==> config.mk <==
export PLATFORM = sky130hd
export DESIGN_NAME = flappy_game_ctrl
export DESIGN_NICKNAME = d
export VERILOG_FILES = /design/src/rtl/flappy_pkg.sv /design/src/rtl/flappy_game_ctrl_bcd_counter3.sv /design/src/rtl/flappy_game_ctrl.sv
export SDC_FILE = /design/constraint.sdc
export NUM_CORES = 1
export LEC_CHECK = 0
export CORE_MARGIN = 4
export CORE_UTILIZATION = 45
export CTS_CLUSTER_SIZE = 20
export DETAILED_ROUTE_END_ITERATION = 12
export HOLD_SLACK_MARGIN = 0.02
export PLACE_DENSITY = 0.67
export RECOVER_POWER = 100
export SYNTH_ARGS = -nofsm -noshare
export SYNTH_HDL_FRONTEND = slang
export SYNTH_HIERARCHICAL = 1
export SYNTH_SLANG_ARGS = --single-unit
==> constraint.sdc <==
create_clock -name clk -period 2.8 [get_ports clk]
set_clock_uncertainty 0.2 [all_clocks]
set_input_delay 0.28 -clock clk [delete_from_list [all_inputs] [get_ports clk]]
set_output_delay 0.28 -clock clk [all_outputs]
set_load 0.02 [all_outputs]
==> src/rtl/flappy_pkg.sv <==
// Shared types and helpers for the Flappy Bird game sequencer.
package flappy_pkg;

  typedef enum logic [1:0] {
    IDLE  = 2'd0,
    PLAY  = 2'd1,
    DYING = 2'd2,
    OVER  = 2'd3
  } game_state_t;

  localparam int BCD_DIGITS = 3;

  typedef logic [4*BCD_DIGITS-1:0] bcd3_t;

  // Valid packed BCD orders the same way as the decimal value it encodes.
  function automatic logic bcd3_gt(input bcd3_t a, input bcd3_t b);
    return a > b;
  endfunction

  function automatic bcd3_t to_bcd3(input int v);
    bcd3_t r;
    r[3:0]  = 4'(v % 10);
    r[7:4]  = 4'((v / 10) % 10);
    r[11:8] = 4'((v / 100) % 10);
    return r;
  endfunction

endpackage

==> src/rtl/flappy_game_ctrl_bcd_counter3.sv <==
// Three-digit BCD up-counter with synchronous clear and saturation at MAX.
module bcd_counter3
  import flappy_pkg::*;
#(
  parameter bcd3_t MAX = 12'h999
) (
  input  logic  clk,
  input  logic  reset,
  input  logic  clear,
  input  logic  inc,
  output bcd3_t count
);

  bcd3_t count_inc;

  always_comb begin
    logic carry;
    carry     = 1'b1;
    count_inc = count;
    for (int i = 0; i < BCD_DIGITS; i++) begin
      if (carry) begin
        if (count[4*i +: 4] == 4'd9) begin
          count_inc[4*i +: 4] = 4'd0;
        end else begin
          count_inc[4*i +: 4] = count[4*i +: 4] + 4'd1;
          carry               = 1'b0;
        end
      end
    end
  end

  always_ff @(posedge clk) begin
    if (reset || clear) begin
      count <= '0;
    end else if (inc && (count != MAX)) begin
      count <= count_inc;
    end
  end

endmodule

==> src/rtl/flappy_game_ctrl.sv <==
// Frame-synchronous game sequencer: gates physics/scrolling, merges flaps
// to one per frame, detects game over and tracks current and best BCD score.
module flappy_game_ctrl
  import flappy_pkg::*;
#(
  parameter int DIE_FRAMES = 60,
  parameter int OVER_HOLD  = 30,
  parameter int SCORE_MAX  = 999
) (
  input  logic        clk,
  input  logic        reset,
  input  logic        frame_tick,
  input  logic        flap_req,
  input  logic        hit,
  input  logic        bird_at_floor,
  input  logic        pipe_passed,
  output logic [1:0]  state,
  output logic        physics_en,
  output logic        scroll_en,
  output logic        flap_out,
  output logic        world_reset,
  output logic [11:0] score_bcd,
  output logic [11:0] best_bcd,
  output logic        new_best
);

  game_state_t state_q;
  logic [7:0]  frame_cnt;
  logic        flap_pending;
  logic        hit_latched;
  logic        flap_any;
  logic        hit_any;
  logic        score_clear;
  logic        score_inc;

  // Same-cycle requests count toward the frame being closed by frame_tick.
  assign flap_any    = flap_pending | flap_req;
  assign hit_any     = hit_latched | hit;
  assign score_inc   = (state_q == PLAY) && pipe_passed;
  assign score_clear = frame_tick && (state_q == IDLE) && flap_any;
  assign state       = state_q;

  bcd_counter3 #(
    .MAX(to_bcd3(SCORE_MAX))
  ) u_score (
    .clk  (clk),
    .reset(reset),
    .clear(score_clear),
    .inc  (score_inc),
    .count(score_bcd)
  );

  always_ff @(posedge clk) begin
    if (reset) begin
      state_q      <= IDLE;
      frame_cnt    <= '0;
      flap_pending <= 1'b0;
      hit_latched  <= 1'b0;
      physics_en   <= 1'b0;
      scroll_en    <= 1'b0;
      flap_out     <= 1'b0;
      world_reset  <= 1'b0;
      best_bcd     <= '0;
      new_best     <= 1'b0;
    end else begin
      flap_out    <= 1'b0;
      world_reset <= 1'b0;
      if (frame_tick) begin
        flap_pending <= 1'b0;
        hit_latched  <= 1'b0;
      end else begin
        if (flap_req) flap_pending <= 1'b1;
        if (hit)      hit_latched  <= 1'b1;
      end
      if (frame_tick) begin
        case (state_q)
          IDLE: begin
            if (flap_any) begin
              state_q     <= PLAY;
              physics_en  <= 1'b1;
              scroll_en   <= 1'b1;
              world_reset <= 1'b1;
              flap_out    <= 1'b1;
              new_best    <= 1'b0;
              frame_cnt   <= '0;
            end
          end
          PLAY: begin
            if (hit_any || bird_at_floor) begin
              state_q   <= DYING;
              scroll_en <= 1'b0;
              frame_cnt <= '0;
            end else if (flap_any) begin
              flap_out <= 1'b1;
            end
          end
          DYING: begin
            if (bird_at_floor || (frame_cnt == 8'(DIE_FRAMES - 1))) begin
              state_q    <= OVER;
              physics_en <= 1'b0;
              frame_cnt  <= '0;
              if (bcd3_gt(score_bcd, best_bcd)) begin
                best_bcd <= score_bcd;
                new_best <= 1'b1;
              end
            end else begin
              frame_cnt <= frame_cnt + 8'd1;
            end
          end
          OVER: begin
            if (frame_cnt < 8'(OVER_HOLD)) begin
              frame_cnt <= frame_cnt + 8'd1;
            end else if (flap_any) begin
              state_q     <= IDLE;
              world_reset <= 1'b1;
              frame_cnt   <= '0;
            end
          end
          default: state_q <= IDLE;
        endcase
      end
    end
  end

endmodule
Yosys cells after proc, flatten, opt, wreduce, memory -nomap -nowiden
Cells that the tools add are included.

Equal/unequal tests: 14. Mux-type cells: 31. Reduce and logical (&&, ||, !) cells: 20. Add/sub/neg operators: 4. Bitwise operators: 3. $lt $le $gt $ge: 2.

Operators by type and width (count): 8-bit two-way mux (4); 8-bit one-hot mux with 4 select lines (1); 4-bit by 1-bit adder with 4-bit output, second input constant (3); 4-bit equality test, second input constant (3); 12-bit greater-than comparator (1); 1-bit two-way mux (12); 4-bit two-way mux (3); 12-bit inequality test, second input constant (1); 4-bit AND reduction (3); 2-bit two-way mux (5); 2-bit inequality test, second input constant (5); 1-bit one-hot mux with 2 select lines (5); 8-bit by 1-bit adder with 8-bit output, second input constant (1); 8-bit by 6-bit equality test with 1-bit output, second input constant (1); 8-bit by 5-bit < comparator with 1-bit output, second input constant (1); 2-bit one-hot mux with 4 select lines (1); 2-bit AND reduction (3); 6-bit AND reduction (1); 5-bit AND reduction (1); 2-bit equality test, second input constant (2); 1-bit logical AND (4); 2-bit nonzero test (2); 2-bit OR reduction (2); 1-bit logical OR (3); other kinds (5) (6).

Register bits: 41. Output and inout port bits: 31.

Depth between registers and ports, before layout
Gate-level depths: netlist (run 1).

Depth in word-level cells: 4. Mapped depth: 8.

Hierarchy
Netlist (run 1), hierarchy kept.

By module, submodules not included: flappy_game_ctrl (instances 1, area each 1741.7 µm², cells an instance 206); bcd_counter3 (instances 1, area each 635.6 µm², cells an instance 71).

Least setup slack after synthesis (run 1)
Ideal clock, no wire load.

Kind: flip-flop to flip-flop. From: register state_q[1] (netlist: state[1]). To: register u_score.count[7]. Path buffers: 1. Period minus slack after synthesis: 2.103 ns. Stages on the path, launching flop included: 9. Library setup time: 0.078 ns. Data arrival time: 1.825 ns. Slack: 0.697 ns. Path through: dfxtp_1 > inv_1 > ha_1 > and2_1 > and2_1 > clkbuf_4 > and3_1 > a41o_2 > nor3_1.

Word-level cells in the longest chain between the ends: 4. Elaborated cells between the ends (all ways): 8. Classes of those cells: eq/ne: 1; reduce/logical: 7.

Ends and longest elaborated chain: start: declaration (RTL line flappy_game_ctrl.sv:27) `game_state_t state_q;`; start signal: assignment (RTL line flappy_game_ctrl.sv:55) `state_q <= IDLE;`; start signal: assignment (RTL line flappy_game_ctrl.sv:79) `state_q <= PLAY;`; start signal: assignment (RTL line flappy_game_ctrl.sv:90) `state_q <= DYING;`; 2-bit by 1-bit equality test with 1-bit output (RTL line flappy_game_ctrl.sv:39) `assign score_inc = (state_q == PLAY) && pipe_passed;`; 1-bit logical AND (RTL line flappy_game_ctrl.sv:39); named net score_inc (RTL line flappy_game_ctrl.sv:34) `logic score_inc;`; 1-bit logical AND (RTL line flappy_game_ctrl_bcd_counter3.sv:35) `end else if (inc && (count != MAX)) begin`; 2-bit AND reduction (no source line); end signal: assignment (RTL line flappy_game_ctrl_bcd_counter3.sv:36) `count <= count_inc;`; end: declaration (RTL line flappy_game_ctrl_bcd_counter3.sv:11) `output bcd3_t count`.

The timed path passes the listed nets, and every way through them passes these cells. A chain may end at the register's enable or synchronous reset.

Final worst setup path (run 1)
From: register u_score.count[5]. To: register best_bcd[11].

Word-level cells in the longest chain between the ends: 2.

Ends and longest elaborated chain: 12-bit greater-than comparator (RTL line flappy_pkg.sv:17) `return a > b;`; 4-bit AND reduction (no source line); end signal: assignment (RTL line flappy_game_ctrl.sv:103) `best_bcd <= score_bcd;`; end: declaration (RTL line flappy_game_ctrl.sv:23) `output logic [11:0] best_bcd,`.

No other way between the ends.

==> results of run 1 <==
worst max-delay path: cells and delay by family, from the launching register on:
family | cells | cell delay [ns]
DFF | 1 | 0.53
and+or+nand+nor | 2 | 0.49
AOI/OAI and AO/OA | 2 | 0.38
adders and majority gates | 1 | 0.31
buffers and inverters | 1 | 0.22
muxes | 1 | 0.13
cell families (layout without fill, tap and decap cells):
| kind of cell | after synthesis | after routing |
|---|---|---|
| xor gates and xnor gates | 4 | 4 |
| AOI/OAI and AO/OA | 60 | 60 |
| adders and majority gates | 17 | 17 |
| buffers and inverters | 31 | 77 |
| DFF | 41 | 41 |
| muxes | 15 | 15 |
| and+or+nand+nor | 109 | 109 |
layer usage:
layer	track usage, %	part of all wire [%]	up-vias
met3	4.933	5.9	10
met4	5.912	1.7	0
met5	0	0	-
met1	22.25	46	972
met2	28.23	46	51
li1	-	-	1080
synth_stat cells, types with 2 or more instances:
cell type / count / share of area (%)
dfxtp_1: 41 / 35
nand2_1: 39 / 6.2
inv_1: 22 / 3.5
a21oi_1: 19 / 4.0
ha_1: 17 / 8.9
nor2_1: 16 / 2.5
mux2i_1: 15 / 6.3
nor3_1: 8 / 1.7
nand3_1: 7 / 1.5
o21ai_0: 7 / 1.5
nand4_1: 6 / 1.6
o21ai_1: 6 / 1.3
and2_1: 5 / 1.3
a211oi_1: 3 / 0.95
a31oi_1: 3 / 0.79
nor2b_1: 3 / 0.79
o211ai_1: 3 / 0.95
o31ai_1: 3 / 0.95
a2111oi_0: 2 / 0.74
a21boi_0: 2 / 0.63
a21o_1: 2 / 0.63
a311oi_1: 2 / 0.74
buf_2: 2 / 0.42
clkbuf_1: 2 / 0.32
nor3_2: 2 / 0.84
nor3b_1: 2 / 0.63
nor4_1: 2 / 0.53
or3_1: 2 / 0.53
xnor2_1: 2 / 0.74
xor2_1: 2 / 0.74
per-stage QoR:
step / instances / setup slack, ns / util, %
global route: 393 / 0.2331 / 56.81
finish: 393 / 0.4259 / 56.81
CTS: 393 / 0.4634 / 57.20
global placement: 385 / 0.5341 / 55.59
detailed placement: 385 / 0.4694 / 55.59
floorplan: 277 / 0.6968 / -
sequential cells by signal, indices dropped and copies added, names as in the netlist, 2 cells and up:
signal         flops
state              2
frame_cnt          8
u_score/count     12
best_bcd          12
report_power, final:
group          internal [mW]  total [mW]  switching, mW
logic                 0.0532       0.135         0.0818
registers              0.594       0.601        0.00749
clock network          0.173       0.379          0.206
total                  0.820        1.12          0.295
placed cells by master (no fill, tap or decap), drive strengths merged, types with 4 or more instances in the layout:
cell / Yosys / routed
o211ai: 4 / 4
mux2i: 15 / 15
a21oi: 19 / 19
dfxtp: 41 / 41
nand4: 7 / 7
clkdlybuf4s50: 0 / 5
clkbuf: 3 / 7
nand3: 7 / 7
and2: 6 / 6
nor3: 10 / 10
nand2: 39 / 39
a211oi: 4 / 4
ha: 17 / 17
dlygate4sd3: 0 / 32
buf: 4 / 8
o21ai: 13 / 13
inv: 22 / 22
nor2: 16 / 16
final cells by class:
class	instances	area, um^2
Clock inverter	2	10.01
Sequential cell	41	820.8
Clock buffer	6	72.57
Inverter	23	86.33
Multi-Input combinational cell	205	1390
Timing Repair Buffer	46	434.2
Tap cell	70	87.58
Fill cell	484	2206
worst max path at each step:
| stage | endpoint | cells after the start |
|---|---|---|
| 2_1_floorplan | u_score/count[7] | 8 |
| 3_3_place_gp | u_score/count[7] | 6 |
| 3_5_place_dp | best_bcd[5] | 7 |
| 4_1_cts | best_bcd[9] | 7 |
| 5_1_grt | best_bcd[5] | 7 |
| 6_report | best_bcd[11] | 7 |
==> flow_summary_export.csv, run 1 <==
group,metric,value,unit
outcome,status,"completed",
routing,routed_via_density,5.377,
hold_path,hold_start,"best_bcd[6]",
synthesis,synth.avg_cell_area,8.582,um^2
routing,drc,0,
routing,vias,2113,
synthesis,yosys_register_bits,41,
timing,period_minus_slack,2.374,ns
setup_path,crit_arrival,2.36,ns
floorplanning,ios,38,
timing,fmax,421.2,MHz
timing,grt_setup_unrepaired,"false",
routing,drt-total-wl,5329,um
timing,slew_headroom,45.91,%
layout,drive_above_1_share,7.430,%
layout,nets,346,
synthesis,syn_nets,301,
clocking,root_buffer,"clkbuf_8",
clocking,tritoncts,"done",
layout,diodes,0,
grt,antenna_found_initial,0,
hold_path,whs_path_depth,2,
setup_path,timing.rr.start,"u_score/count[5]",
timing,slew_violations,0,
clocking,post-cts-setup-buffers,0,
setup_path,crit_start,"u_score/count[5]",
hold_path,hold_path_class,"register to register",
placed_design,portBuffers,37,
routing,dr.pass1.iters,7,
timing,tightest_slew,0.8114,ns
synthesis,muxShareOfSynthArea,6.316,%
synthesis,synth_xor_xnor_area_share,1.474,%
timing,setup_viol,0,
floorplanning,dieWidth,80.69,um
routing,wire_per_inst,13.56,um
clocking,cts_resized,0,
synthesis,ys_types,60,
clocking,insertion_delay,0.29,ns
floorplanning,die_area,0.006510,mm^2
synthesis,dominantRegCellSynth,"dfxtp_1",
setup_path,start_kind,"register",
floorplanning,rows,26,
synthesis,ys_warn_count,6,
clocking,numClockSinks,41,
synthesis,synthAdderAreaFrac,8.947,%
flow_run,maxCapViolCount,0,
setup_path,setup.worst_path.end_class,"register",
synthesis,synth-async-reset-ratio,0,%
floorplanning,core-area,0.005107,mm^2
power_and_ir_drop,finalPower,1.115,mW
clocking,numCtsBuffers,5,
clocking,clk_pin_slew_worst_paths,0.08,ns
setup_path,slowest_delay,0.53,ns
floorplanning,die_h,80.69,um
power_and_ir_drop,leakagePower,1.142,nW
clocking,cts_hold_buffers,0,
grt,grt_max_degree,28,
placed_design,placed_cell_area,0.002839,mm^2
routing,ant_nets,0,
setup_path,timing.rr.end,"best_bcd[11]",
grt,overflow,0,
setup_path,critPathKind,"register to register",
grt,grt_pass1_wl,8894,um
layout,final_cell_area,0.002902,mm^2
synthesis,synth-compound-area-share,16.95,%
power_and_ir_drop,power_density,384.3,mW/mm^2
grt,track_usage,17.48,%
placed_design,dp_hpwl,3975,um
setup_path,ff2ff_path_depth,7,
grt,grt_pass1_vias,1927,
floorplanning,start_util,46.55,%
synthesis,synth-edff-count,0,
setup_path,timing.critical_path.required,2.78,ns
timing,fin_crit_sh,84.79,%
layout,syn2layout_area_growth,22.05,%
setup_path,worst-path-max-fanout,11,
placed_design,gp_congestion,0.8528,
power_and_ir_drop,ir_drop,236.3,uV
synthesis,syn_inst,277,
setup_path,r2r_setup_slack,0.43,ns
synthesis,synthesis.area,0.002377,mm^2
setup_path,slowest_stage,"dfxtp_1",
synthesis,synthSimpleGateAreaFrac,25.47,%
timing,holdWs,0.2763,ns
hold_path,holdPathEnd,"best_bcd[6]",
setup_path,worstPathCellList,"ha_1 -> a211oi_1 -> nor2_1 -> nor3_1 -> a211oi_4 -> buf_4 -> mux2i_1",
clocking,htree_levels,2,
timing,fin_setup_tns,0,ns
synthesis,yosysSeqAreaShare,34.53,%
synthesis,synth_top_family_by_area,"simple AND/OR/NAND/NOR gates",
clocking,cts_buffer_depth,2,
timing,hold_viol_final,0,
routing,drt_iter0_drc,104,
(Power assumes the default switching activity.)
==> run 2, diff against run 1 <==
Clock period 2.8 ns to 2.49 ns, I/O delays scaled along.
==> flow_summary_export.csv, run 2 (synthesis results as in run 1) <==
group,metric,value,unit
clocking,clk_pin_slew_worst_paths,0.08,ns
floorplanning,die_h,80.69,um
clocking,cts_buffer_depth,2,
grt,grt_pass1_wl,9204,um
grt,grt_pass1_vias,1968,
layout,nets,351,
timing,slew_violations,0,
setup_path,setup.worst_path.end_class,"register",
grt,antenna_found_initial,0,
layout,diodes,0,
placed_design,dp_hpwl,4100,um
timing,slew_headroom,53.93,%
setup_path,slowest_stage,"dfxtp_1",
layout,final_common_cell,"dfxtp_1",
layout,syn2layout_area_growth,24.32,%
timing,holdWs,0.2704,ns
routing,ant_nets,0,
hold_path,whs_path_depth,2,
floorplanning,die_area,0.006510,mm^2
layout,drive_above_1_share,9.174,%
grt,track_usage,18.10,%
setup_path,slowest_delay,0.39,ns
power_and_ir_drop,power_density,431.8,mW/mm^2
placed_design,portBuffers,37,
clocking,tritoncts,"done",
setup_path,ff2ff_path_depth,8,
floorplanning,start_util,46.55,%
timing,tightest_slew,0.6911,ns
setup_path,crit_family,"compound AO/OA/AOI/OAI gates",
setup_path,crit_arrival,2.25,ns
timing,fin_crit_sh,89.50,%
floorplanning,ios,38,
power_and_ir_drop,leakagePower,1.177,nW
setup_path,path_depth,8,
setup_path,critPathKind,"register to register",
timing,hold_viol_final,0,
timing,fmax,448.7,MHz
clocking,htree_levels,2,
setup_path,start_kind,"register",
clocking,cts_hold_buffers,0,
setup_path,worstPathCellList,"inv_1 -> ha_1 -> a21oi_1 -> o211ai_1 -> nand3_1 -> a211oi_1 -> buf_12 -> mux2i_1",
power_and_ir_drop,ir_drop,266.3,uV
routing,dr.pass1.iters,4,
setup_path,worst-path-buf-inv,2,
clocking,numCtsBuffers,5,
layout,final_cell_mix,"dfxtp_1, nand2_1, dlygate4sd3_1",
routing,routed_via_density,5.383,
flow_run,maxCapViolCount,0,
routing,drc,0,
clocking,post-cts-setup-buffers,0,
setup_path,timing.critical_path.required,2.51,ns
placed_design,gp_congestion,0.8680,
setup_path,worst-path-max-fanout,12,
placed_design,placed_cell_area,0.002889,mm^2
clocking,cts_resized,0,
layout,largestRegisters,"best_bcd (12), u_score/count (12), frame_cnt (8)",
floorplanning,core-area,0.005107,mm^2
routing,drt-total-wl,5407,um
clocking,root_buffer,"clkbuf_8",
timing,grt_setup_unrepaired,"false",
clocking,numClockSinks,41,
hold_path,hold_path_class,"register to register",
grt,grt_max_degree,17,
routing,drt_iter0_drc,125,
routing,vias,2137,
routing,wire_per_inst,13.62,um
timing,fin_setup_tns,0,ns
floorplanning,dieWidth,80.69,um
layout,final_cell_area,0.002955,mm^2
timing,setup_viol,0,
timing,period_minus_slack,2.228,ns
clocking,insertion_delay,0.29,ns
floorplanning,rows,26,
outcome,status,"completed",
grt,overflow,0,
## run 2: final timing paths
check | to | slack (ns) | startpoint
setup / recovery | best_bcd[7] | 0.26 | best_bcd[9]
hold / removal | best_bcd[2] | 0.27 | best_bcd[2]
setup reg to reg | best_bcd[7] | 0.26 | best_bcd[9]
hold reg to reg | best_bcd[2] | 0.27 | best_bcd[2]
## run 2: per-layer routing
| layer | vias up | part of all wire (%) | global-route usage (%) |
|---|---|---|---|
| met3 | 8 | 4.2 | 4.596 |
| met2 | 49 | 47 | 29.80 |
| met4 | 0 | 1.2 | 6.081 |
| met1 | 982 | 47 | 22.88 |
| li1 | 1098 | - | - |
| met5 | - | 0 | 0 |
## run 2: where the power goes
group	switching [mW]	internal, mW
combinational	0.0920	0.0651
sequential	0.00793	0.668
clock	0.223	0.220
## run 2: area by class of cell
type,count,area [um^2]
clock buffers,7,86.33
fillers,500,2152
inverters,23,86.33
multi-input cells,205,1390
flip-flops and latches,41,820.8
well taps,70,87.58
repair buffers,51,484.2
## run 2: per-stage QoR
step | cells | utilization, % | total power, mW | worst slack [ns]
2_1_floorplan | 277 | - | 0.7936 | 0.3868
3_3_place_gp | 390 | 56.57 | 0.8552 | 0.2875
3_5_place_dp | 390 | 56.57 | 0.8560 | 0.2744
4_1_cts | 397 | 58.26 | 1.305 | 0.3171
5_1_grt | 397 | 57.86 | 1.343 | 0.03152
6_report | 397 | 57.86 | 1.276 | 0.2615
## run 2: worst register-to-register path: stages (launching register included)
cell	delay [ns]
dfxtp_1	0.39
inv_1	0.06
ha_1	0.29
a21oi_1	0.08
o211ai_1	0.27
nand3_1	0.12
a211oi_1	0.35
buf_12	0.21
mux2i_1	0.19
==> run 3, diff against run 2 <==
Clock period 2.49 ns to 2.78 ns, I/O delays scaled along.
==> flow_summary_export.csv, run 3 (synthesis results as in run 1) <==
group,metric,value,unit
clocking,tritoncts,"done",
setup_path,setup.worst_path.end_class,"register",
timing,setup_viol,0,
routing,drt-total-wl,5163,um
timing,slew_violations,0,
timing,period_minus_slack,2.432,ns
layout,register_area,820.8,um^2
outcome,status,"completed",
placed_design,portBuffers,37,
setup_path,timing.rr.start,"u_score/count[6]",
timing,fin_setup_tns,0,ns
clocking,htree_levels,2,
grt,grt_max_degree,28,
layout,drive_above_1_share,7.430,%
clocking,insertion_delay,0.29,ns
routing,drt_iter0_drc,64,
setup_path,worst-path-max-fanout,9,
grt,overflow,0,
timing,grt_setup_unrepaired,"false",
setup_path,slowest_delay,0.51,ns
floorplanning,rows,26,
clocking,cts_resized,0,
grt,antenna_found_initial,0,
floorplanning,start_util,46.55,%
clocking,cts_hold_buffers,0,
layout,nets,346,
setup_path,worstPathCellList,"ha_1 -> nand4_1 -> or3_1 -> nand3_1 -> a211oi_4 -> clkbuf_2 -> mux2i_1",
setup_path,worst-path-buf-inv,1,
setup_path,crit_start,"u_score/count[6]",
layout,final_cell_area,0.002904,mm^2
layout,largestRegisters,"best_bcd (12), u_score/count (12), frame_cnt (8)",
hold_path,whs_path_depth,2,
layout,nFillCells,495,
clocking,clk_pin_slew_worst_paths,0.08,ns
setup_path,crit_arrival,2.45,ns
timing,holdWs,0.2734,ns
setup_path,ff2ff_path_depth,7,
layout,final_cell_mix,"dfxtp_1, nand2_1, dlygate4sd3_1",
setup_path,r2r_setup_slack,0.35,ns
routing,vias,2091,
placed_design,placed_cell_area,0.002839,mm^2
grt,grt_pass1_wl,8556,um
grt,track_usage,16.47,%
hold_path,hold_path_class,"register to register",
setup_path,crit_family,"flip-flops",
setup_path,critPathKind,"register to register",
placed_design,dp_hpwl,3953,um
power_and_ir_drop,power_density,383.9,mW/mm^2
setup_path,slowest_stage,"dfxtp_1",
layout,diodes,0,
clocking,post-cts-setup-buffers,0,
floorplanning,dieWidth,80.69,um
setup_path,path_depth,7,
setup_path,crit_path_end,"best_bcd[6]",
routing,drc,0,
layout,syn2layout_area_growth,22.16,%
routing,wire_per_inst,13.14,um
floorplanning,ios,38,
flow_run,maxCapViolCount,0,
power_and_ir_drop,ir_drop,305.5,uV
clocking,numCtsBuffers,5,
layout,final_common_cell,"dfxtp_1",
clocking,root_buffer,"clkbuf_8",
setup_path,start_kind,"register",
timing,slew_headroom,50.83,%
setup_path,timing.critical_path.required,2.80,ns
timing,tightest_slew,0.7376,ns
placed_design,gp_congestion,0.8436,
timing,hold_viol_final,0,
routing,routed_via_density,5.321,
timing,fin_crit_sh,87.50,%
setup_path,timing.rr.end,"best_bcd[6]",
floorplanning,die_area,0.006510,mm^2
layout,multiInputGateArea,0.001398,mm^2
power_and_ir_drop,leakagePower,1.140,nW
floorplanning,core-area,0.005107,mm^2
clocking,numClockSinks,41,
clocking,cts_buffer_depth,2,
timing,fmax,411.1,MHz
routing,dr.pass1.iters,4,
grt,grt_pass1_vias,1915,
routing,ant_nets,0,
floorplanning,die_h,80.69,um
==> run 3: cell types whose count changed in the layout (fill, tap and decap cells not counted), sizes merged <==
cell and change:
buf -5, clkbuf +1
==> run 3: tightest hold or removal path: cells and delay by family, from the launching register on <==
family / cells / cell delay (ns)
flops: 1 / 0.32
mux: 1 / 0.05
simple gates: 1 / 0.06
==> run 3: worst min path at each step <==
| stage | to | from |
|---|---|---|
| 4_1_cts | best_bcd[5] | best_bcd[5] |
| 5_1_grt | best_bcd[2] | best_bcd[2] |
| 3_3_place_gp | best_bcd[6] | best_bcd[6] |
| 3_5_place_dp | best_bcd[5] | best_bcd[5] |
| 6_report | best_bcd[3] | best_bcd[3] |
| 2_1_floorplan | flap_pending | frame_tick |
==> run 3: power by group <==
part	total (mW)	leakage [nW]	switching (mW)	internal, mW
Clock	0.374	0.0395	0.196	0.179
Combinational	0.135	0.769	0.0802	0.0544
Sequential	0.606	0.332	0.00751	0.598
Total	1.11	1.14	0.284	0.831
==> run 3: stage by stage <==
stage	utilization, %	worst slack, ns	instances	power, mW
finish	56.86	0.3476	393	1.115
global route	56.86	0.1705	393	1.167
CTS	57.15	0.4316	393	1.136
detailed placement	55.59	0.4497	385	0.7616
global placement	55.59	0.5224	385	0.7620
floorplan	-	0.6768	277	0.7108
==> run 3: layout make-up <==
class | instances | area share, %
clock buffers | 8 | 2.757
inverters | 23 | 2.973
multi-input cells | 205 | 48.13
flip-flops and latches | 41 | 28.26
well taps | 70 | 3.016
repair buffers | 46 | 14.86
==> run 3: per-layer routing <==
| layer | GRT usage [%] | wire length, um |
|---|---|---|
| met1 | 20.67 | 2511 |
| met2 | 27.48 | 2390 |
| met3 | 3.587 | 165 |
| met4 | 6.081 | 95 |
| met5 | 0 | 0 |
